## config.mk

```make
export PLATFORM = sky130hd
export DESIGN_NAME = mem_arbiter
export DESIGN_NICKNAME = d
export VERILOG_FILES = /design/src/rtl/mem_arbiter.sv
export SDC_FILE = /design/constraint.sdc
export NUM_CORES = 1
export LEC_CHECK = 0
export ABC_CLOCK_PERIOD_IN_PS = 3000
export BUFFER_PORTS_ARGS = -buffer_cell sky130_fd_sc_hd__buf_2
export CAP_MARGIN = 20
export CORE_AREA = 2 2 135 137
export DETAILED_ROUTE_END_ITERATION = 10
export DIE_AREA = 0 0 137 139
export PLACE_DENSITY = 0.7
export SETUP_SLACK_MARGIN = 0.2
export SLEW_MARGIN = 10
export SYNTH_ARGS = -nofsm -noshare
export SYNTH_HDL_FRONTEND = slang
export SYNTH_SLANG_ARGS = --single-unit
```

## constraint.sdc

```tcl
create_clock -name clk -period 3 [get_ports clk]
set_clock_uncertainty 0.15 [all_clocks]
set_input_delay 0.75 -clock clk [delete_from_list [all_inputs] [get_ports clk]]
set_output_delay 0.75 -clock clk [all_outputs]
set_load 0.01 [all_outputs]
```

## src/rtl/mem_arbiter.sv

```systemverilog
// Round-robin arbiter sharing one memory-controller port between the instruction cache (port 0)
// and the data cache (port 1); the grant is held until the owner's read bursts have fully returned.
module mem_arbiter #(
    parameter int DATABITS  = 32,
    parameter int ADDRBITS  = 32,
    parameter int BURSTBITS = 16
) (
    input  logic                 clk,
    input  logic                 reset_n,
    input  logic [ADDRBITS-1:0]  p0_addr,
    input  logic [DATABITS-1:0]  p0_in,
    input  logic                 p0_rdreq,
    input  logic                 p0_wrreq,
    output logic                 p0_grant,
    output logic [DATABITS-1:0]  p0_out,
    output logic                 p0_out_valid,
    output logic [BURSTBITS-1:0] p0_burstlen,
    input  logic [ADDRBITS-1:0]  p1_addr,
    input  logic [DATABITS-1:0]  p1_in,
    input  logic                 p1_rdreq,
    input  logic                 p1_wrreq,
    output logic                 p1_grant,
    output logic [DATABITS-1:0]  p1_out,
    output logic                 p1_out_valid,
    output logic [BURSTBITS-1:0] p1_burstlen,
    output logic [ADDRBITS-1:0]  mem_addr,
    output logic [DATABITS-1:0]  mem_in,
    output logic                 mem_rdreq,
    output logic                 mem_wrreq,
    input  logic [DATABITS-1:0]  mem_out,
    input  logic                 mem_out_valid,
    input  logic [BURSTBITS-1:0] mem_burstlen
);

    typedef enum logic {IDLE, BUSY} state_t;

    state_t               state;
    logic                 owner;
    logic                 last_grant;
    logic [BURSTBITS-1:0] cnt;

    logic                 pend0;
    logic                 pend1;
    logic                 sel;
    logic                 sel_valid;
    logic                 port;
    logic                 port_rd;
    logic                 port_wr;
    logic [ADDRBITS-1:0]  port_addr;
    logic [DATABITS-1:0]  port_in;
    logic [BURSTBITS-1:0] cnt_next;
    logic                 release_now;

    // In IDLE the arbitration winner is the port of interest; in BUSY it is the current owner.
    always_comb begin
        pend0     = p0_rdreq | p0_wrreq;
        pend1     = p1_rdreq | p1_wrreq;
        sel       = (pend0 && pend1) ? ~last_grant : pend1;
        sel_valid = pend0 | pend1;
        port      = (state == BUSY) ? owner : sel;
        port_rd   = port ? p1_rdreq : p0_rdreq;
        port_wr   = port ? p1_wrreq : p0_wrreq;
        port_addr = port ? p1_addr  : p0_addr;
        port_in   = port ? p1_in    : p0_in;

        if (port_rd && cnt == '0)
            cnt_next = mem_burstlen;
        else if (mem_out_valid && cnt != '0)
            cnt_next = cnt - BURSTBITS'(1);
        else
            cnt_next = cnt;

        release_now = (state == BUSY) && !port_rd && !port_wr && (cnt_next == '0);
    end

    always_ff @(posedge clk or negedge reset_n) begin
        if (!reset_n) begin
            state      <= IDLE;
            owner      <= 1'b0;
            last_grant <= 1'b1;
            cnt        <= '0;
            p0_grant   <= 1'b0;
            p1_grant   <= 1'b0;
            mem_addr   <= '0;
            mem_in     <= '0;
            mem_rdreq  <= 1'b0;
            mem_wrreq  <= 1'b0;
        end else begin
            cnt <= cnt_next;
            case (state)
                IDLE: begin
                    if (sel_valid) begin
                        state      <= BUSY;
                        owner      <= sel;
                        last_grant <= sel;
                        p0_grant   <= ~sel;
                        p1_grant   <= sel;
                        mem_addr   <= port_addr;
                        mem_in     <= port_in;
                        mem_rdreq  <= port_rd;
                        mem_wrreq  <= port_wr;
                    end else begin
                        mem_rdreq <= 1'b0;
                        mem_wrreq <= 1'b0;
                    end
                end
                BUSY: begin
                    mem_addr <= port_addr;
                    mem_in   <= port_in;
                    // Releasing never grants in the same edge; the next IDLE cycle arbitrates.
                    if (release_now) begin
                        state     <= IDLE;
                        p0_grant  <= 1'b0;
                        p1_grant  <= 1'b0;
                        mem_rdreq <= 1'b0;
                        mem_wrreq <= 1'b0;
                    end else begin
                        mem_rdreq <= port_rd;
                        mem_wrreq <= port_wr;
                    end
                end
                default: state <= IDLE;
            endcase
        end
    end

    assign p0_out       = mem_out;
    assign p1_out       = mem_out;
    assign p0_burstlen  = mem_burstlen;
    assign p1_burstlen  = mem_burstlen;
    assign p0_out_valid = mem_out_valid & p0_grant;
    assign p1_out_valid = mem_out_valid & p1_grant;

endmodule

```

==> flow_summary_export.csv <==
group,metric,value,unit
route,drt-vias-per-instance,4.60,
logic_synthesis,synthTopCellsByArea,"dfrtp_1 (42%), buf_4 (14%), mux2i_1 (13%), nand2_1 (5.2%), o21ai_0 (5.1%)",
worst_setup_path,critPathMostFrequentCell,"or3_4",
die,dieArea,0.0190,mm^2
clocking,clk_transition_reported_paths,0.06,ns
route,routedWlPerCell,14.0,um
layout,postLayoutCellArea,0.00663,mm^2
worst_setup_path,crit_family,"simple AND/OR/NAND/NOR gates",
power_and_ir_drop,vdd_drop_max,0.261,mV
clocking,h-tree-depth,3,
sta,slew_viol_final,0,
logic_synthesis,synth_edf_count,0,
placed_design,gp_congestion,0.893,
logic_synthesis,syn_nets,720,
power_and_ir_drop,p_total,3.81,mW
layout,final_cell_count_no_fill,949,
clocking,clock_sinks,87,
logic_synthesis,synth_area,0.00515,mm^2
sta,max_slew_margin,59.0,%
worst_setup_path,critPathArrivalTime,2.82,ns
die,pin_count,349,
die,start_util,29.2,%
grt,grt_max_degree,77,
layout,final_common_cell,"buf_2",
placed_design,dp_hpwl,10600,um
route,drtPass1Iterations,4,
die,rows,49,
power_and_ir_drop,leakage,3.18,nW
status,outcome,"completed",
worst_hold_path,hold_class,"in -> async",
clocking,cts_tree,"built",
sta,setup_violations,0,
power_and_ir_drop,power.density,576,mW/mm^2
layout,layout_common_cells,"buf_2 (251), dfrtp_1 (85), nand2_1 (71)",
worst_setup_path,criticalPathCategory,"reg -> reg",
clocking,insertion_delay,0.34,ns
clocking,root_buffer,"clkbuf_16",
placed_design,dp.cells,927,
worst_setup_path,ff2ff_setup_slack,0.24,ns
layout,fill_cells,1780,
clocking,cts_hold_buf,0,
placed_design,dp_slack,-0.119,ns
worst_setup_path,worst_r2r_path_depth,7,
logic_synthesis,yosysTopAreaCellShare,41.7,%
clocking,cts_buffers,9,
worst_setup_path,r2r_start,"cnt[4]$_DFF_PN0_",
sta,fin_crit_sh,92.1,%
job,cap_violations,0,
grt,antenna_found_initial,0,
grt,overflow,0,
worst_setup_path,cp_max_fo,6,
route,drc,0,
logic_synthesis,synth.yosys.seq_area_share,42.3,%
layout,layout-drive-gt1-share,45.8,%
sta,setup_ws,0.236,ns
route,drt_iter0_drc,150,
die,dieWidth,137,um
logic_synthesis,yosysWarningCount,0,
worst_setup_path,critical_path.slowest_cell,"or4b_4",
layout,final_core_util,37.5,%
worst_setup_path,critPathBufInv,0,
sta,clock.fmax,0.362,GHz
placed_design,dpl_cell_area,0.00620,mm^2
worst_setup_path,cp.required,3.06,ns
logic_synthesis,ys_dominant_reg_cell,"dfrtp_1",
worst_setup_path,end_kind,"register",
layout,nets,899,
die,design.core.area,0.0177,mm^2
worst_setup_path,path_cells,"or3_4, or3_4, o211a_1, a41o_1, or4b_4, nor4_4, a21oi_1",
logic_synthesis,netlist_instances,535,
logic_synthesis,avgSynthCellArea,9.64,um^2
sta,worstMarginPinSlew,0.615,ns
grt,grt_util_all_layers,14.0,%
grt,first_global_vias,4192,
logic_synthesis,synth_seq_cells,87,
layout,area_growth,28.5,%
route,postRouteAntennaNets,0,
grt,grt_pass1_wl,21000,um
route,vias,4369,
sta,fin_crit,2.76,ns
logic_synthesis,synth_largest_area_cell,"dfrtp_1",
worst_setup_path,start_kind,"register",
sta,rsz0062_at_grt,"true",
logic_synthesis,synth.distinct_cells,57,
logic_synthesis,synth-async-reset-ratio,100,%
placed_design,io_buffer_count,252,
worst_setup_path,max_stage_delay,0.54,ns
die,die_h,139,um
worst_setup_path,reg2reg_to,"state$_DFF_PN0_",
route,drt_wl_total,13200,um
clocking,cts_max_path_buffers,2,
sta,hold_violations,0,
==> layout make-up <==
class	count	area, um^2	share of cell area, %
Multi-Input combinational cell	320	2200	33.2
Sequential cell	87	2180	32.9
Timing Repair Buffer	290	1610	24.3
Tap cell	229	287	4.32
Clock buffer	10	229	3.46
Clock inverter	6	92.6	1.40
Inverter	6	22.5	0.340
Antenna cell	1	2.50	0.0378
==> power breakdown <==
part / total, mW / internal [mW] / leakage [nW] / switching, mW
clock: 1.20 / 0.734 / 0.149 / 0.471
combinational: 1.11 / 0.547 / 2.01 / 0.562
sequential: 1.50 / 1.35 / 1.02 / 0.151
==> worst reg2reg max path: stages (launching register included) <==
cell     delay, ns
dfrtp_1       0.40
or3_4         0.42
or3_4         0.38
o211a_1       0.11
a41o_1        0.22
or4b_4        0.54
nor4_4        0.29
a21oi_1       0.12
==> per-layer routing <==
| layer | track usage, % | vias to the layer above | part of all wire (%) |
|---|---|---|---|
| li1 | - | 2129 | - |
| met1 | 16.9 | 1988 | 41 |
| met2 | 23.4 | 231 | 49 |
| met3 | 4.02 | 21 | 8.1 |
| met4 | 5.37 | 0 | 2.0 |
| met5 | 0 | - | 0 |
==> cell usage after synthesis, types with 2 or more instances <==
cell type  instances
buf_4             96
dfrtp_1           86
nand2_1           71
mux2i_1           66
o21ai_0           53
clkbuf_1          20
o21ai_1           16
nor2_1            13
a21oi_1           10
nor4_1             8
and2_1             7
nand3_1            7
inv_1              6
or3_1              5
and3_1             4
nand4_1            4
nor3_1             4
xnor2_1            4
buf_6              3
nand3b_1           3
o211a_1            3
a211oi_1           2
a41o_1             2
buf_2              2
ha_1               2
nor4b_2            2
nor4bb_1           2
o211ai_1           2
o21bai_1           2
o2bb2ai_1          2
or2_2              2
==> kinds of logic after synthesis <==
logic type                 after synthesis  synth area share, %
muxes                                   67                 13.0
and+or+nand+nor                        143                 14.8
adders and majority gates                2                0.485
AOI/OAI and AO/OA                      103                 11.8
buffers and inverters                  128                 16.8
xor gates and xnor gates                 5                0.849
DFF                                     87                 42.3
==> what timing repair did <==
action                     4_1_cts  5_1_grt
hold endpoints to repair         0        0
buffers inserted                 1        4
pin swaps                        2        0
cloned                           0        0
setup endpoints to repair        3        3
resized for setup                3        9
==> how the worst max path moves through the flow <==
| stage | from | slack, ns | cells past startpoint | to |
|---|---|---|---|---|
| after floorplan | p1_wrreq | 0.06 | 8 | p0_grant$_DFFE_PN0P_ |
| after global placement | p1_wrreq | -0.09 | 8 | p1_grant$_DFFE_PN0P_ |
| after detailed placement | p1_wrreq | -0.12 | 8 | state$_DFF_PN0_ |
| after CTS | cnt[5]$_DFF_PN0_ | 0.22 | 7 | state$_DFF_PN0_ |
| after global routing | cnt[0]$_DFF_PN0_ | 0.14 | 9 | state$_DFF_PN0_ |
| final | cnt[4]$_DFF_PN0_ | 0.24 | 7 | state$_DFF_PN0_ |
==> metrics by stage <==
| step | hold WS [ns] | TNS (ns) |
|---|---|---|
| finish | 0.272 | 0 |
| global route | 0.314 | 0 |
| CTS | 0.286 | 0 |
| detailed placement | 0.316 | -0.348 |
| global placement | 0.306 | -0.264 |
| floorplan | 0.304 | 0 |
==> sequential cells by signal, indices dropped and copies added, names as in the netlist <==
name and count:
mem_wrreq 1, mem_rdreq 1, p1_grant 1, cnt 16, owner 1, last_grant 1, p0_grant 1, mem_in 32
state 1, mem_addr 32
Note: power is estimated with default switching activity, not from simulation.
